### config.mk
export PLATFORM = sky130hd
export DESIGN_NAME = dvp_apb_initiator_flat
export DESIGN_NICKNAME = d
export VERILOG_FILES = /design/src/rtl/dvp_apb_pkg.sv /design/src/rtl/dvp_apb_initiator_if.sv /design/src/rtl/dvp_apb_initiator_rsp_fifo.sv /design/src/rtl/dvp_apb_initiator.sv /design/src/flat_wrapper.sv
export SDC_FILE = /design/constraint.sdc
export NUM_CORES = 1
export LEC_CHECK = 0
export BUFFER_PORTS_ARGS = -buffer_cell sky130_fd_sc_hd__clkbuf_2
export CAP_MARGIN = 20
export CELL_PAD_IN_SITES_DETAIL_PLACEMENT = 2
export CELL_PAD_IN_SITES_GLOBAL_PLACEMENT = 2
export CORE_MARGIN = 2
export CORE_UTILIZATION = 38
export CTS_BUF_LIST = sky130_fd_sc_hd__clkbuf_2 sky130_fd_sc_hd__clkbuf_4 sky130_fd_sc_hd__clkbuf_8
export CTS_CLUSTER_SIZE = 20
export DETAILED_ROUTE_END_ITERATION = 10
export HOLD_SLACK_MARGIN = 0.08
export PLACE_DENSITY_LB_ADDON = 0.1
export SETUP_SLACK_MARGIN = 0.5
export SYNTH_ARGS = -nofsm -noshare
export SYNTH_HDL_FRONTEND = slang
export SYNTH_SLANG_ARGS = --single-unit
### constraint.sdc
create_clock -name io_ahb_PCLK -period 10.3 [get_ports io_ahb_PCLK]
set_input_delay 1.03 -clock io_ahb_PCLK [delete_from_list [all_inputs] [get_ports io_ahb_PCLK]]
set_output_delay 1.03 -clock io_ahb_PCLK [all_outputs]
set_load 0.02 [all_outputs]
### src/rtl/dvp_apb_pkg.sv
// rtl/dvp_apb_pkg.sv - shared state encoding, DVP register indices and response sizing
// for the DVP APB initiator.
package dvp_apb_pkg;

  typedef enum logic [1:0] {
    IDLE   = 2'd0,
    SETUP  = 2'd1,
    ACCESS = 2'd2
  } apb_state_t;

  localparam logic [3:0] VI_CR        = 4'd0;
  localparam logic [3:0] VI_SR        = 4'd1;
  localparam logic [3:0] VP_CR        = 4'd2;
  localparam logic [3:0] VP_SR        = 4'd3;
  localparam logic [3:0] VP_START     = 4'd4;
  localparam logic [3:0] VP_END       = 4'd5;
  localparam logic [3:0] VP_SCALER    = 4'd6;
  localparam logic [3:0] VP_THRESHOLD = 4'd7;
  localparam logic [3:0] VO_CR        = 4'd8;
  localparam logic [3:0] VO_SR        = 4'd9;

  // Response entry is {error, rdata}.
  function automatic int rsp_width(input int data_w);
    return data_w + 1;
  endfunction

endpackage

### src/rtl/dvp_apb_initiator_if.sv
// rtl/dvp_apb_initiator_if.sv - command/response stream and APB bus bundle; master is
// the initiator's view, slave is the surrounding fabric and register slave.
interface dvp_apb_initiator_if #(
  parameter int ADDR_W = 4,
  parameter int DATA_W = 32
);
  logic              cmd_valid;
  logic              cmd_ready;
  logic              cmd_write;
  logic [ADDR_W-1:0] cmd_addr;
  logic [DATA_W-1:0] cmd_wdata;
  logic              rsp_valid;
  logic              rsp_ready;
  logic [DATA_W-1:0] rsp_rdata;
  logic              rsp_error;
  logic [ADDR_W-1:0] io_ahb_PADDR;
  logic              io_ahb_PSEL;
  logic              io_ahb_PENABLE;
  logic              io_ahb_PWRITE;
  logic [DATA_W-1:0] io_ahb_PWDATA;
  logic              io_ahb_PREADY;
  logic [DATA_W-1:0] io_ahb_PRDATA;
  logic              io_ahb_PSLVERROR;

  modport master (
    input  cmd_valid, cmd_write, cmd_addr, cmd_wdata, rsp_ready,
    input  io_ahb_PREADY, io_ahb_PRDATA, io_ahb_PSLVERROR,
    output cmd_ready, rsp_valid, rsp_rdata, rsp_error,
    output io_ahb_PADDR, io_ahb_PSEL, io_ahb_PENABLE, io_ahb_PWRITE, io_ahb_PWDATA
  );

  modport slave (
    output cmd_valid, cmd_write, cmd_addr, cmd_wdata, rsp_ready,
    output io_ahb_PREADY, io_ahb_PRDATA, io_ahb_PSLVERROR,
    input  cmd_ready, rsp_valid, rsp_rdata, rsp_error,
    input  io_ahb_PADDR, io_ahb_PSEL, io_ahb_PENABLE, io_ahb_PWRITE, io_ahb_PWDATA
  );
endinterface

### src/rtl/dvp_apb_initiator_rsp_fifo.sv
// rtl/dvp_apb_initiator_rsp_fifo.sv - synchronous response FIFO; head entry drives the
// outputs, zero when empty.
module dvp_apb_rsp_fifo #(
  parameter int DEPTH = 2,
  parameter int WIDTH = 33
) (
  input  logic                       clk,
  input  logic                       rst,
  input  logic                       i_push,
  input  logic [WIDTH-1:0]           i_push_data,
  input  logic                       i_pop,
  output logic                       o_valid,
  output logic [WIDTH-1:0]           o_data,
  output logic [$clog2(DEPTH+1)-1:0] o_count
);
  localparam int PTR_W = (DEPTH > 1) ? $clog2(DEPTH) : 1;
  localparam int CNT_W = $clog2(DEPTH + 1);

  logic [WIDTH-1:0] r_mem [DEPTH];
  logic [PTR_W-1:0] r_wr_ptr;
  logic [PTR_W-1:0] r_rd_ptr;
  logic [CNT_W-1:0] r_count;
  logic             w_push;
  logic             w_pop;

  function automatic logic [PTR_W-1:0] next_ptr(input logic [PTR_W-1:0] p);
    return (p == PTR_W'(DEPTH - 1)) ? '0 : p + PTR_W'(1);
  endfunction

  // A pop frees the slot a same-cycle push needs, so full+pop+push is legal.
  assign w_pop  = i_pop & (r_count != '0);
  assign w_push = i_push & ((r_count != CNT_W'(DEPTH)) | w_pop);

  always_ff @(posedge clk or posedge rst) begin
    if (rst) begin
      r_wr_ptr <= '0;
      r_rd_ptr <= '0;
      r_count  <= '0;
      for (int i = 0; i < DEPTH; i++) r_mem[i] <= '0;
    end else begin
      if (w_push) begin
        r_mem[r_wr_ptr] <= i_push_data;
        r_wr_ptr        <= next_ptr(r_wr_ptr);
      end
      if (w_pop) r_rd_ptr <= next_ptr(r_rd_ptr);
      case ({w_push, w_pop})
        2'b10:   r_count <= r_count + CNT_W'(1);
        2'b01:   r_count <= r_count - CNT_W'(1);
        default: r_count <= r_count;
      endcase
    end
  end

  assign o_valid = (r_count != '0);
  assign o_data  = o_valid ? r_mem[r_rd_ptr] : '0;
  assign o_count = r_count;

endmodule

### src/rtl/dvp_apb_initiator.sv
// rtl/dvp_apb_initiator.sv - APB initiator: command stream to SETUP/ACCESS phases, responses
// through a buffered FIFO. Optional ACCESS timeout under macro DVP_APB_TIMEOUT_EN.
module dvp_apb_initiator
  import dvp_apb_pkg::*;
#(
  parameter int ADDR_W         = 4,
  parameter int DATA_W         = 32,
  parameter int RSP_DEPTH      = 2,
  parameter int TIMEOUT_CYCLES = 255
) (
  input  logic                 io_ahb_PCLK,
  input  logic                 io_ahb_PRESET,
  dvp_apb_initiator_if.master  bus,
`ifdef DVP_APB_TIMEOUT_EN
  output logic                 timeout_evt,
`endif
  output logic                 busy
);
  localparam int RSP_W = rsp_width(DATA_W);
  localparam int CNT_W = $clog2(RSP_DEPTH + 1);

  if (RSP_DEPTH < 1 || TIMEOUT_CYCLES < 1) begin : g_bad_cfg
    $error("dvp_apb_initiator: RSP_DEPTH and TIMEOUT_CYCLES must be >= 1");
  end

  apb_state_t        r_state;
  logic              r_psel;
  logic              r_penable;
  logic              r_pwrite;
  logic [ADDR_W-1:0] r_paddr;
  logic [DATA_W-1:0] r_pwdata;

  logic              w_cmd_ready;
  logic              w_accept;
  logic              w_done;
  logic              w_timeout;
  logic              w_push;
  logic [RSP_W-1:0]  w_push_data;
  logic              w_rsp_valid;
  logic [RSP_W-1:0]  w_rsp_head;
  logic [CNT_W-1:0]  w_rsp_count;
  logic              w_inflight;

`ifdef DVP_APB_TIMEOUT_EN
  localparam int TO_W = $clog2(TIMEOUT_CYCLES + 1);
  logic [TO_W-1:0] r_to_cnt;
  logic            r_timeout_evt;

  assign w_timeout   = (r_state == ACCESS) & ~bus.io_ahb_PREADY &
                       (r_to_cnt == TO_W'(TIMEOUT_CYCLES - 1));
  assign timeout_evt = r_timeout_evt;
`else
  assign w_timeout = 1'b0;
`endif

  assign w_inflight = (r_state != IDLE);
  assign w_done     = (r_state == ACCESS) & bus.io_ahb_PREADY;

  // Reserve a FIFO slot for every transfer on the bus so a push can never overflow.
  assign w_cmd_ready = ~io_ahb_PRESET & ((r_state == IDLE) | w_done) &
                       ((int'(w_rsp_count) + int'(w_inflight)) < RSP_DEPTH);
  assign w_accept    = bus.cmd_valid & w_cmd_ready;
  assign w_push      = w_done | w_timeout;

  always_comb begin
    w_push_data = {bus.io_ahb_PSLVERROR, (r_pwrite ? {DATA_W{1'b0}} : bus.io_ahb_PRDATA)};
    if (w_timeout) w_push_data = {1'b1, {DATA_W{1'b0}}};
  end

  always_ff @(posedge io_ahb_PCLK or posedge io_ahb_PRESET) begin
    if (io_ahb_PRESET) begin
      r_state   <= IDLE;
      r_psel    <= 1'b0;
      r_penable <= 1'b0;
      r_pwrite  <= 1'b0;
      r_paddr   <= '0;
      r_pwdata  <= '0;
`ifdef DVP_APB_TIMEOUT_EN
      r_to_cnt      <= '0;
      r_timeout_evt <= 1'b0;
`endif
    end else begin
`ifdef DVP_APB_TIMEOUT_EN
      r_timeout_evt <= 1'b0;
`endif
      if (w_accept) begin
        r_paddr  <= bus.cmd_addr;
        r_pwrite <= bus.cmd_write;
        r_pwdata <= bus.cmd_wdata;
      end
      case (r_state)
        IDLE: begin
          if (w_accept) begin
            r_state <= SETUP;
            r_psel  <= 1'b1;
          end
        end
        SETUP: begin
          r_state   <= ACCESS;
          r_penable <= 1'b1;
`ifdef DVP_APB_TIMEOUT_EN
          r_to_cnt  <= '0;
`endif
        end
        ACCESS: begin
          if (bus.io_ahb_PREADY) begin
            r_penable <= 1'b0;
            if (w_accept) begin
              r_state <= SETUP;
            end else begin
              r_state <= IDLE;
              r_psel  <= 1'b0;
            end
`ifdef DVP_APB_TIMEOUT_EN
          end else if (w_timeout) begin
            r_state       <= IDLE;
            r_psel        <= 1'b0;
            r_penable     <= 1'b0;
            r_timeout_evt <= 1'b1;
          end else begin
            r_to_cnt <= r_to_cnt + TO_W'(1);
`endif
          end
        end
        default: begin
          r_state   <= IDLE;
          r_psel    <= 1'b0;
          r_penable <= 1'b0;
        end
      endcase
    end
  end

  dvp_apb_rsp_fifo #(
    .DEPTH (RSP_DEPTH),
    .WIDTH (RSP_W)
  ) u_rsp_fifo (
    .clk         (io_ahb_PCLK),
    .rst         (io_ahb_PRESET),
    .i_push      (w_push),
    .i_push_data (w_push_data),
    .i_pop       (bus.rsp_ready),
    .o_valid     (w_rsp_valid),
    .o_data      (w_rsp_head),
    .o_count     (w_rsp_count)
  );

  assign bus.cmd_ready      = w_cmd_ready;
  assign bus.rsp_valid      = w_rsp_valid;
  assign bus.rsp_rdata      = w_rsp_head[DATA_W-1:0];
  assign bus.rsp_error      = w_rsp_head[DATA_W];
  assign bus.io_ahb_PADDR   = r_paddr;
  assign bus.io_ahb_PSEL    = r_psel;
  assign bus.io_ahb_PENABLE = r_penable;
  assign bus.io_ahb_PWRITE  = r_pwrite;
  assign bus.io_ahb_PWDATA  = r_pwdata;
  assign busy               = w_inflight;

endmodule

### src/flat_wrapper.sv
// flat-port wrapper written by rule: the top's interface ports become plain ports
module dvp_apb_initiator_flat import dvp_apb_pkg::*;
#(
  parameter int ADDR_W         = 4,
  parameter int DATA_W         = 32,
  parameter int RSP_DEPTH      = 2,
  parameter int TIMEOUT_CYCLES = 255
)
  (io_ahb_PCLK, io_ahb_PRESET, busy, bus_cmd_valid, bus_cmd_write, bus_cmd_addr, bus_cmd_wdata, bus_rsp_ready, bus_io_ahb_PREADY, bus_io_ahb_PRDATA, bus_io_ahb_PSLVERROR, bus_cmd_ready, bus_rsp_valid, bus_rsp_rdata, bus_rsp_error, bus_io_ahb_PADDR, bus_io_ahb_PSEL, bus_io_ahb_PENABLE, bus_io_ahb_PWRITE, bus_io_ahb_PWDATA);
  dvp_apb_initiator_if #(.ADDR_W(ADDR_W), .DATA_W(DATA_W)) bus_i ();
  input  logic io_ahb_PCLK;
  input  logic io_ahb_PRESET;
  output logic busy;
  input wire logic [$bits(bus_i.cmd_valid)-1:0] bus_cmd_valid;
  input wire logic [$bits(bus_i.cmd_write)-1:0] bus_cmd_write;
  input wire logic [$bits(bus_i.cmd_addr)-1:0] bus_cmd_addr;
  input wire logic [$bits(bus_i.cmd_wdata)-1:0] bus_cmd_wdata;
  input wire logic [$bits(bus_i.rsp_ready)-1:0] bus_rsp_ready;
  input wire logic [$bits(bus_i.io_ahb_PREADY)-1:0] bus_io_ahb_PREADY;
  input wire logic [$bits(bus_i.io_ahb_PRDATA)-1:0] bus_io_ahb_PRDATA;
  input wire logic [$bits(bus_i.io_ahb_PSLVERROR)-1:0] bus_io_ahb_PSLVERROR;
  output wire logic [$bits(bus_i.cmd_ready)-1:0] bus_cmd_ready;
  output wire logic [$bits(bus_i.rsp_valid)-1:0] bus_rsp_valid;
  output wire logic [$bits(bus_i.rsp_rdata)-1:0] bus_rsp_rdata;
  output wire logic [$bits(bus_i.rsp_error)-1:0] bus_rsp_error;
  output wire logic [$bits(bus_i.io_ahb_PADDR)-1:0] bus_io_ahb_PADDR;
  output wire logic [$bits(bus_i.io_ahb_PSEL)-1:0] bus_io_ahb_PSEL;
  output wire logic [$bits(bus_i.io_ahb_PENABLE)-1:0] bus_io_ahb_PENABLE;
  output wire logic [$bits(bus_i.io_ahb_PWRITE)-1:0] bus_io_ahb_PWRITE;
  output wire logic [$bits(bus_i.io_ahb_PWDATA)-1:0] bus_io_ahb_PWDATA;
  assign bus_i.cmd_valid = bus_cmd_valid;
  assign bus_i.cmd_write = bus_cmd_write;
  assign bus_i.cmd_addr = bus_cmd_addr;
  assign bus_i.cmd_wdata = bus_cmd_wdata;
  assign bus_i.rsp_ready = bus_rsp_ready;
  assign bus_i.io_ahb_PREADY = bus_io_ahb_PREADY;
  assign bus_i.io_ahb_PRDATA = bus_io_ahb_PRDATA;
  assign bus_i.io_ahb_PSLVERROR = bus_io_ahb_PSLVERROR;
  assign bus_cmd_ready = bus_i.cmd_ready;
  assign bus_rsp_valid = bus_i.rsp_valid;
  assign bus_rsp_rdata = bus_i.rsp_rdata;
  assign bus_rsp_error = bus_i.rsp_error;
  assign bus_io_ahb_PADDR = bus_i.io_ahb_PADDR;
  assign bus_io_ahb_PSEL = bus_i.io_ahb_PSEL;
  assign bus_io_ahb_PENABLE = bus_i.io_ahb_PENABLE;
  assign bus_io_ahb_PWRITE = bus_i.io_ahb_PWRITE;
  assign bus_io_ahb_PWDATA = bus_i.io_ahb_PWDATA;
  dvp_apb_initiator #(.ADDR_W(ADDR_W), .DATA_W(DATA_W), .RSP_DEPTH(RSP_DEPTH), .TIMEOUT_CYCLES(TIMEOUT_CYCLES)) u_core (.io_ahb_PCLK(io_ahb_PCLK), .io_ahb_PRESET(io_ahb_PRESET), .bus(bus_i), .busy(busy));
endmodule
==> Word level (Yosys, flattened, before mapping) <==
Index checks and enable logic that the tools add are counted.
{ "classes": {"add_sub_neg": 5, "n_lt_le_gt_ge": 4, "eq_ne": 8, "mux": 21, "bitwise": 13, "reduce_logical": 8} }
{ "ops": {"columns": ["cell", "n"], "rows": [
  ["33-bit two-way mux", 5],
  ["66-bit bitwise mux", 1],
  ["33-bit demux with 1-bit select", 1],
  ["32-bit by 3-bit less-than comparator with 1-bit output (second input constant)", 1],
  ["32-bit two-way mux", 1],
  ["1-bit two-way mux", 7],
  ["1-bit bitwise AND", 6],
  ["2-bit inequality test (second input constant)", 3],
  ["1-bit one-hot mux with 3 select lines", 2],
  ["2-bit one-hot mux with 3 select lines", 1],
  ["2-bit nonzero test", 3],
  ["2-bit by 1-bit == test with 1-bit output (second input constant)", 2],
  ["2-bit == test (second input constant)", 2],
  ["2-bit >= comparator (second input constant)", 2],
  ["2-bit two-way mux", 2],
  ["1-bit NOT with 2-bit output", 2],
  ["2-bit one-hot mux with 2 select lines", 1],
  ["2-bit AND reduction", 2],
  ["4-bit AND reduction", 1],
  ["2-bit by 1-bit adder with 3-bit output", 1],
  ["1-bit NOT", 3],
  ["1-bit adder (second input constant)", 2],
  ["2-bit by 1-bit adder with 2-bit output (second input constant)", 1],
  ["2-bit logical NOT", 1],
  ["5 further kinds", 6]
]} }
{ "totals": {"regBits": 111, "in_bits": 75, "output_inout_bits": 75, "elab_cells": 70} }

==> Longest topological paths before layout <==
Gate-level depths: netlist of the first run.
{ "logic_depth": {"depth_word": 9, "depth_mapped": 8, "mapped_depth_nobuf": 7} }

==> By module <==
Synthesis of the first run repeated with hierarchy kept, for this count alone.
{ "hier_totals": {"hier_cells": 363, "area_unflattened_um2": 4964.8} }
{ "modules_own_cells": {"columns": ["module", "n_inst", "cells_each", "area_each_um2"], "rows": [
  ["dvp_apb_rsp_fifo", 1, 231, 3166.8],
  ["dvp_apb_initiator", 1, 132, 1798.0]
]} }

==> Worst setup path before layout of the first run <==
Ideal clock, no wire load.
{ "synth_timing": {"path_type": "in2out", "startpoint": "input bus_io_ahb_PREADY", "endpoint": "output bus_cmd_ready", "arrival_time_ns": 2.230, "setup_slack_ns": 7.040, "cell_stages": 2, "cell_sequence": "nand2b_1 > a2111oi_0"} }
{ "synth_between": {"elab_chain_cells": 4} }
{ "synth_rtl": {"columns": ["item", "line_no", "text"], "rows": [
  ["start, declared", "flat_wrapper.sv:19", "input wire logic [$bits(bus_i.io_ahb_PREADY)-1:0] bus_io_ahb_PREADY;"],
  ["1-bit bitwise AND", "dvp_apb_initiator.sv:57", "assign w_done = (r_state == ACCESS) & bus.io_ahb_PREADY;"],
  ["1-bit OR", "dvp_apb_initiator.sv:60", "assign w_cmd_ready = ~io_ahb_PRESET & ((r_state == IDLE) | w_done) &"],
  ["1-bit bitwise AND (2 in a row)", "dvp_apb_initiator.sv:60", null],
  ["end, declared", "flat_wrapper.sv:22", "output wire logic [$bits(bus_i.cmd_ready)-1:0] bus_cmd_ready;"]
]} }
No other way between the ends.

==> Final worst setup path of the first run <==
{ "layout_timing": {"startpoint": "register u_core.u_rsp_fifo.r_count[1] (netlist: u_core.u_rsp_fifo.o_count[1])", "endpoint": "output bus_rsp_rdata[9]"} }
{ "layout_between": {"elab_chain_cells": 2} }
{ "layout_rtl": {"columns": ["item", "line_no", "text"], "rows": [
  ["start, declared", "dvp_apb_initiator_rsp_fifo.sv:22", "logic [CNT_W-1:0] r_count;"],
  ["start signal, assigned", "dvp_apb_initiator_rsp_fifo.sv:47", "2'b10: r_count <= r_count + CNT_W'(1);"],
  ["start signal, assigned", "dvp_apb_initiator_rsp_fifo.sv:48", "2'b01: r_count <= r_count - CNT_W'(1);"],
  ["start signal, assigned", "dvp_apb_initiator_rsp_fifo.sv:49", "default: r_count <= r_count;"],
  ["2-bit nonzero test", "dvp_apb_initiator_rsp_fifo.sv:54", "assign o_valid = (r_count != '0);"],
  ["33-bit two-way mux", "dvp_apb_initiator_rsp_fifo.sv:55", "assign o_data = o_valid ? r_mem[r_rd_ptr] : '0;"],
  ["end, declared", "flat_wrapper.sv:24", "output wire logic [$bits(bus_i.rsp_rdata)-1:0] bus_rsp_rdata;"]
]} }
No other way between the ends.

==> flow_summary_export.csv, run 1 <==
group,metric,value,unit
cts,clock-sinks,111,
yosys,synth_top_family_by_area,"multiplexers",
placed_design,portBuffers,149,
yosys,muxShareOfSynthArea,31.6,%
yosys,netlist_instances,365,
setup_path,start_kind,"flop",
yosys,syn_area,5080,um2
pwr,peakVddDrop,0.000118,V
final_layout,diodes,0,
cts,ctsHoldBuffers,0,
placed_design,post_dp_cell_area,5950,um2
yosys,synthXorXnorAreaFrac,0.862,%
final_layout,final_area,6150,um2
floorplanning,die_h,120,um
global_route,grt_max_degree,73,
sta,fin_crit,3.07,ns
final_layout,drive_gt1_share,50.8,%
yosys,synth-edff-count,0,
sta,relSlewSlack,36.2,%
yosys,synth.area.top_cells,"dfrtp_1, mux2_2, mux2_4, mux2i_1, mux2_1",
sta,tns,0,ns
sta,fmax,326,MHz
sta,fin_skew,0.0115,ns
final_layout,syn_to_final_growth,21.1,%
outcome,status,"finished clean",
final_layout,layout.nets,583,
sta,rsz0062_at_grt,"no",
global_route,grt-ovfl-total,0,
floorplanning,die_area,14300,um2
floorplanning,io_pins,150,
final_layout,stdcell_count,688,
sta,whs,0.494,ns
route,drt_iter0_markers,61,
cts,cts_inserted_buffers,9,
route,wirelength,12100,um
yosys,synth_seq_area_share,54.7,%
hold_path,hold_class,"flop to flop",
yosys,netlist.area_leader.share,54.7,%
setup_path,critPathMaxFanout,34,
floorplanning,core_area,13100,um2
pwr,power.density,313,nW/um2
setup_path,required,9.27,ns
setup_path,worstSetupPathType,"flop to primary output",
cts,cts_max_level,3,
sta,slew_violations,0,
cts,clkTransAtPathRegs,0.10,ns
pwr,total_power,1930,uW
yosys,synth_ff_type,"dfrtp_1",
cts,tritoncts,"yes",
yosys,syn_nets,441,
sta,tightest_slew,0.958,ns
sta,period_share,29.8,%
final_layout,fillers,1349,
floorplanning,die_w,120,um
placed_design,dp_hpwl,8190,um
cts,insertion_delay,0.38,ns
flow_run,drv_cap,0,
yosys,synthArstFlopShare,100,%
yosys,syn_avg_cell_area,13.9,um2
setup_path,cp.arrival,2.04,ns
yosys,synth.largest_area_cell,"dfrtp_1",
cts,cts.repair.resized,0,
yosys,synth-adder-area-share,0.246,%
route,vias,3352,
setup_path,endpoint_kind,"primary output",
route,ant_nets,0,
global_route,grt_pass1_wl,19600,um
yosys,ys_warn_count,0,
yosys,synth_seq_cells,111,
global_route,grt_usage,17.7,%
yosys,synthSimpleGateAreaFrac,8.50,%
sta,setup_viol,0,
floorplanning,initial_core_util,38.6,%
global_route,antenna_found_initial,0,
global_route,grt_pass1_vias,3848,
cts,clockRootBuffer,"clkbuf_8",
route,wire_per_inst,17.7,um
yosys,synthDistinctLibCells,32,
route,vias_per_cell,4.87,
cts,clk_path_buf_depth,2,
placed_design,dpl.cell_count,671,
yosys,synth-compound-area-share,0.936,%
route,drc,0,
route,drt_first_pass_iters,4,
cts,cts_setup_buffers,0,
pwr,p_leak,0.00319,uW
placed_design,gp_congestion,0.680,
final_layout,multi_input_area,2160,um2
sta,final_hold_viol_count,0,
final_layout,regArea,2780,um2
floorplanning,row_count,42,
## per-layer routing
| metal | track usage [%] | up-vias | share of wire [%] |
|---|---|---|---|
| met1 | 21.5 | 1717 | 41 |
| met5 | 0 | - | 0 |
| li1 | - | 1525 | - |
| met3 | 5.42 | 14 | 6.3 |
| met4 | 6.47 | 0 | 1.8 |
| met2 | 29.8 | 96 | 51 |
## registers in the layout (all words and copies together), names as in the netlist
name and count:
u_core.bus.io_ahb_PWRITE 1, u_core.bus.io_ahb_PSEL 1, u_core.r_state 2, u_core.bus.io_ahb_PENABLE 1
u_core.u_rsp_fifo.r_rd_ptr 1, u_core.u_rsp_fifo.o_count 2, u_core.bus.io_ahb_PWDATA 32, u_core.bus.io_ahb_PADDR 4
u_core.u_rsp_fifo.r_mem 66, u_core.u_rsp_fifo.r_wr_ptr 1
## layout make-up
| cell class | instances | area share (%) |
|---|---|---|
| clock buffers | 12 | 2.58 |
| clock inverters | 4 | 0.326 |
| inverters | 4 | 0.285 |
| multi-input cells | 227 | 35.1 |
| flip-flops and latches | 111 | 45.2 |
| well taps | 176 | 3.58 |
| repair buffers | 154 | 12.9 |
## cell usage in the layout (no fill, tap or decap), drive strengths merged, types with 2 or more instances in the layout
| master | count |
|---|---|
| buf | 5 |
| mux2i | 33 |
| dfrtp | 111 |
| nor2b | 32 |
| nor4b | 2 |
| xor2 | 2 |
| nor2 | 36 |
| clkbuf | 161 |
| xnor2 | 3 |
| mux2 | 103 |
| clkinv | 4 |
| inv | 4 |
## report_power, final
part           switching [uW]  total (uW)  internal (uW)
clock                     143         246            103
sequential                132         768            635
combinational             512         912            400
## synth_stat cells (all sizes together) (2+ instances only)
library cell and number:
dfrtp 111, mux2 103, nor2 36, mux2i 33, nor2b 32, buf 16
clkbuf 7, inv 4, xnor2 3, nor4b 2, xor2 2
## kinds of logic (layout without fill, tap and decap cells)
family,Yosys count,count (layout)
fa+ha+maj,1,1
simple gates,78,78
mux,136,136
compound gates,7,7
buf+inv,27,174
xor+xnor,5,5
flops,111,111
## critical path, stage by stage (launching register included)
cell,delay (ns)
dfrtp_1,0.50
nor2_4,0.74
nor2_1,0.17
clkbuf_2,0.21
## worst paths after layout
check / slack, ns / cells after the start / to / startpoint
worst max-delay path: 7.23 / 3 / bus_rsp_rdata[9] / u_core.u_rsp_fifo.o_count[1]$_DFFE_PP0P_
worst min-delay path: 0.49 / 1 / u_core.bus.io_ahb_PWDATA[7]$_DFFE_PP0P_ / u_core.bus.io_ahb_PWDATA[7]$_DFFE_PP0P_
worst max register to register: 7.88 / 4 / u_core.bus.io_ahb_PWDATA[8]$_DFFE_PP0P_ / u_core.r_state[0]$_DFFE_PP0P_
worst min register to register: 0.49 / 1 / u_core.bus.io_ahb_PWDATA[7]$_DFFE_PP0P_ / u_core.bus.io_ahb_PWDATA[7]$_DFFE_PP0P_
max in group asynchronous: 8.19 / 3 / u_core.u_rsp_fifo.r_rd_ptr$_DFFE_PP0P_ / io_ahb_PRESET
min in group asynchronous: 0.71 / 2 / u_core.bus.io_ahb_PWDATA[9]$_DFFE_PP0P_ / io_ahb_PRESET
## through the flow
stage | utilization (%) | setup WS (ns)
final | 46.8 | 7.23
after CTS | 46.6 | 7.12
after detailed placement | 45.3 | 7.26
after global routing | 46.8 | 7.05
after global placement | 45.3 | 7.33
after floorplan | - | 6.34
Note: power is estimated with default switching activity, not from simulation.
==> run 2: changes to the inputs <==
--- a/config.mk
+++ b/config.mk
@@ -5,12 +5,13 @@
 export SDC_FILE = /design/constraint.sdc
 export NUM_CORES = 1
 export LEC_CHECK = 0
+export ABC_AREA = 1
 export BUFFER_PORTS_ARGS = -buffer_cell sky130_fd_sc_hd__clkbuf_2
 export CAP_MARGIN = 20
 export CELL_PAD_IN_SITES_DETAIL_PLACEMENT = 2
 export CELL_PAD_IN_SITES_GLOBAL_PLACEMENT = 2
 export CORE_MARGIN = 2
-export CORE_UTILIZATION = 38
+export CORE_UTILIZATION = 30
 export CTS_BUF_LIST = sky130_fd_sc_hd__clkbuf_2 sky130_fd_sc_hd__clkbuf_4 sky130_fd_sc_hd__clkbuf_8
 export CTS_CLUSTER_SIZE = 20
 export DETAILED_ROUTE_END_ITERATION = 10
==> constraint.sdc (replaced) <==
create_clock -name io_ahb_PCLK -period 3.09 [get_ports io_ahb_PCLK]
set_input_delay 0.309 -clock io_ahb_PCLK [delete_from_list [all_inputs] [get_ports io_ahb_PCLK]]
set_output_delay 0.309 -clock io_ahb_PCLK [all_outputs]
set_load 0.02 [all_outputs]
==> run 2 against run 1 <==
Against the previous run:
- routed wire length rose by 33%
- utilization down 9.4 points
- sequential share of layout area decreased by 0.61 points
- setup slack got worse by 6.5 ns
- via count up 41%
- total power increased to 3.6 times the previous value
- clock power rose to 3.7 times the previous value
- clock skew down 0.0027 ns
- global-route usage grew 1.1 points
- area after synthesis grew 0.86%
- flip-flop and latch count unchanged
- critical endpoint is now bus_rsp_rdata[8]
- largest cell class unchanged
==> flow_summary_export.csv, run 2 <==
group,metric,value,unit
outcome,status,"finished clean",
sta,whs,0.155,ns
placed_design,dp_hpwl,11200,um
yosys,syn_nets,715,
cts,clk_path_buf_depth,2,
sta,slew_violations,0,
placed_design,gp_congestion,0.750,
yosys,synth_seq_area_share,54.2,%
sta,fin_skew,0.00879,ns
setup_path,crit_family,"flip-flops",
global_route,grt_pass1_wl,27400,um
placed_design,pre_cts_slack,1.05,ns
cts,ctsHoldBuffers,1,
route,wirelength,16100,um
final_layout,top_register,"u_core.u_rsp_fifo.r_mem",
yosys,yosysMostFrequentCell,"nand2_1",
final_layout,fillers,1980,
sta,setup_viol,0,
yosys,syn_area,5120,um2
yosys,synthTopCellsByCount,"nand2_1, dfrtp_1, inv_1, o21ai_0, nand4_1",
route,drt_first_pass_iters,4,
yosys,netlist_instances,639,
final_layout,drive_gt1_share,24.4,%
floorplanning,core_area,16600,um2
pwr,peakVddDrop,0.000321,V
yosys,synth.area.top_cells,"dfrtp_1, nand2_1, inv_1, nand4_1, o21ai_0",
sta,tns,0,ns
setup_path,critPathMaxFanout,33,
yosys,netlist.area_leader.share,54.2,%
hold_path,hold_class,"input pin to flop",
setup_path,required,2.78,ns
flow_run,drv_cap,0,
setup_path,crit_chain,"buf_4, o21ai_0, a21oi_1, clkbuf_2",
sta,fin_crit,2.33,ns
pwr,power.density,1100,nW/um2
setup_path,start_kind,"flop",
floorplanning,die_w,135,um
final_layout,largest_register_ff_count,66,
global_route,antenna_found_initial,0,
final_layout,final_cell_mix,"nand2_1, clkbuf_2, dfrtp_1",
global_route,grt_usage,18.8,%
pwr,power.switching,3270,uW
sta,rsz0062_at_grt,"no",
cts,insertion_delay,0.38,ns
sta,relSlewSlack,51.4,%
route,vias_per_cell,4.74,
sta,final_hold_viol_count,0,
sta,tightest_slew,0.727,ns
cts,clock-sinks,111,
sta,fmax,429,MHz
pwr,p_sw_share,47.8,%
pwr,p_seq_share,37.3,%
setup_path,worst-path-buf-inv,2,
floorplanning,initial_core_util,30.8,%
pwr,comb_power_share,49.4,%
yosys,synth_seq_cells,111,
pwr,internal_power,3570,uW
setup_path,worstSetupPathType,"flop to primary output",
floorplanning,row_count,47,
global_route,grt_pass1_vias,5379,
route,drt_iter0_markers,138,
yosys,synthDistinctLibCells,23,
global_route,grt-ovfl-total,0,
final_layout,layout.nets,846,
yosys,synthArstFlopShare,100,%
floorplanning,die_area,18100,um2
cts,cts.repair.resized,0,
yosys,synth-edff-count,0,
sta,period_share,75.5,%
final_layout,layout_commonest_cell,"nand2_1",
route,wire_per_inst,16.2,um
route,vias,4715,
setup_path,cp.arrival,2.02,ns
yosys,syn_avg_cell_area,8.01,um2
cts,tritoncts,"yes",
sta,setup_ws,0.757,ns
yosys,synth.largest_area_cell,"dfrtp_1",
placed_design,portBuffers,149,
global_route,grt_max_degree,50,
yosys,synth_ff_type,"dfrtp_1",
final_layout,post-route-util,37.4,%
cts,clkTransAtPathRegs,0.11,ns
cts,cts_inserted_buffers,9,
cts,cts_setup_buffers,0,
cts,cts_max_level,3,
pwr,total_power,6840,uW
route,ant_nets,0,
final_layout,syn_to_final_growth,21.7,%
floorplanning,die_h,135,um
route,drc,0,
setup_path,slowest_delay,0.65,ns
floorplanning,io_pins,150,
pwr,p_clk_share,13.3,%
cts,clockRootBuffer,"clkbuf_8",
setup_path,endpoint_kind,"primary output",
final_layout,diodes,0,
yosys,ys_warn_count,0,
setup_path,slowest_stage,"dfrtp_2",
pwr,p_leak,0.00345,uW
## run 2: cell count changes after synthesis, sizes merged, moves of 32 or more
cell	previous run	this run
o21ai	1	74
inv	4	81
nor2b	32	0
nand2	1	208
mux2i	33	0
mux2	103	0
nand4	0	38
a21oi	1	36
## run 2: cell type report
type                       count  area (um2)  share of cell area [%]
clock inverter                 2        12.5                   0.201
sequential                   111        2780                    44.6
tap                          220         275                    4.42
clock buffer                  14         186                    2.99
timing repair buffer         162         858                    13.8
multi-input combinational    404        1810                    29.0
inverter                      82         312                    5.00
## run 2: metrics by stage
step           instances  cell area [um2]
5_1_grt              995             6230
3_3_place_gp         978             6020
2_1_floorplan        639             5120
4_1_cts              995             6230
3_5_place_dp         978             6020
6_report             995             6230
## run 2: path summary, 6_finish.rpt
path                                                                  to                                    start  depth (start not counted)  slack (ns)
worst max-delay path                                    bus_rsp_rdata[8]   u_core.u_rsp_fifo.r_rd_ptr$_DFFE_PP0P_                          4        0.76
worst min-delay path            u_core.bus.io_ahb_PWDATA[11]$_DFFE_PP0P_                        bus_cmd_wdata[11]                          3        0.16
worst max register to register   u_core.u_rsp_fifo.r_mem[16]$_DFFE_PP0P_            u_core.r_state[0]$_DFFE_PP0P_                          8        1.07
worst min register to register   u_core.u_rsp_fifo.r_mem[56]$_DFFE_PP0P_  u_core.u_rsp_fifo.r_mem[56]$_DFFE_PP0P_                          2        0.48
max in group asynchronous         u_core.u_rsp_fifo.r_mem[2]$_DFFE_PP0P_                            io_ahb_PRESET                          4        1.58
min in group asynchronous          u_core.bus.io_ahb_PENABLE$_DFFE_PP0P_                            io_ahb_PRESET                          3        0.60
## run 2: power by group through the flow
stage	Sequential [uW]	Clock (uW)	Combinational (uW)
2_1_floorplan	2730	0	2050
3_3_place_gp	2550	0	3330
3_5_place_dp	2580	0	3460
4_1_cts	2560	950	3470
5_1_grt	2650	999	3810
6_report	2550	908	3380
## run 2: layer usage
layer,vias up,part of all wire (%),track usage [%]
met5,-,0,0
met4,0,0.92,3.86
met3,9,6.8,6.08
met2,103,49,32.6
met1,2347,44,22.9
li1,2256,-,-
## run 2: cells by family after synthesis
| group | share of synthesized area, % |
|---|---|
| and+or+nand+nor | 23.6 |
| buffers and inverters | 10.5 |
| AOI/OAI and AO/OA | 10.9 |
| DFF | 54.2 |
| xor gates and xnor gates | 0.513 |
| adders and majority gates | 0.244 |
## run 2: tightest hold or removal path, cell delays in order
cell	delay [ns]
clkbuf_2	0.08
nand4_1	0.08
nand2_1	0.05
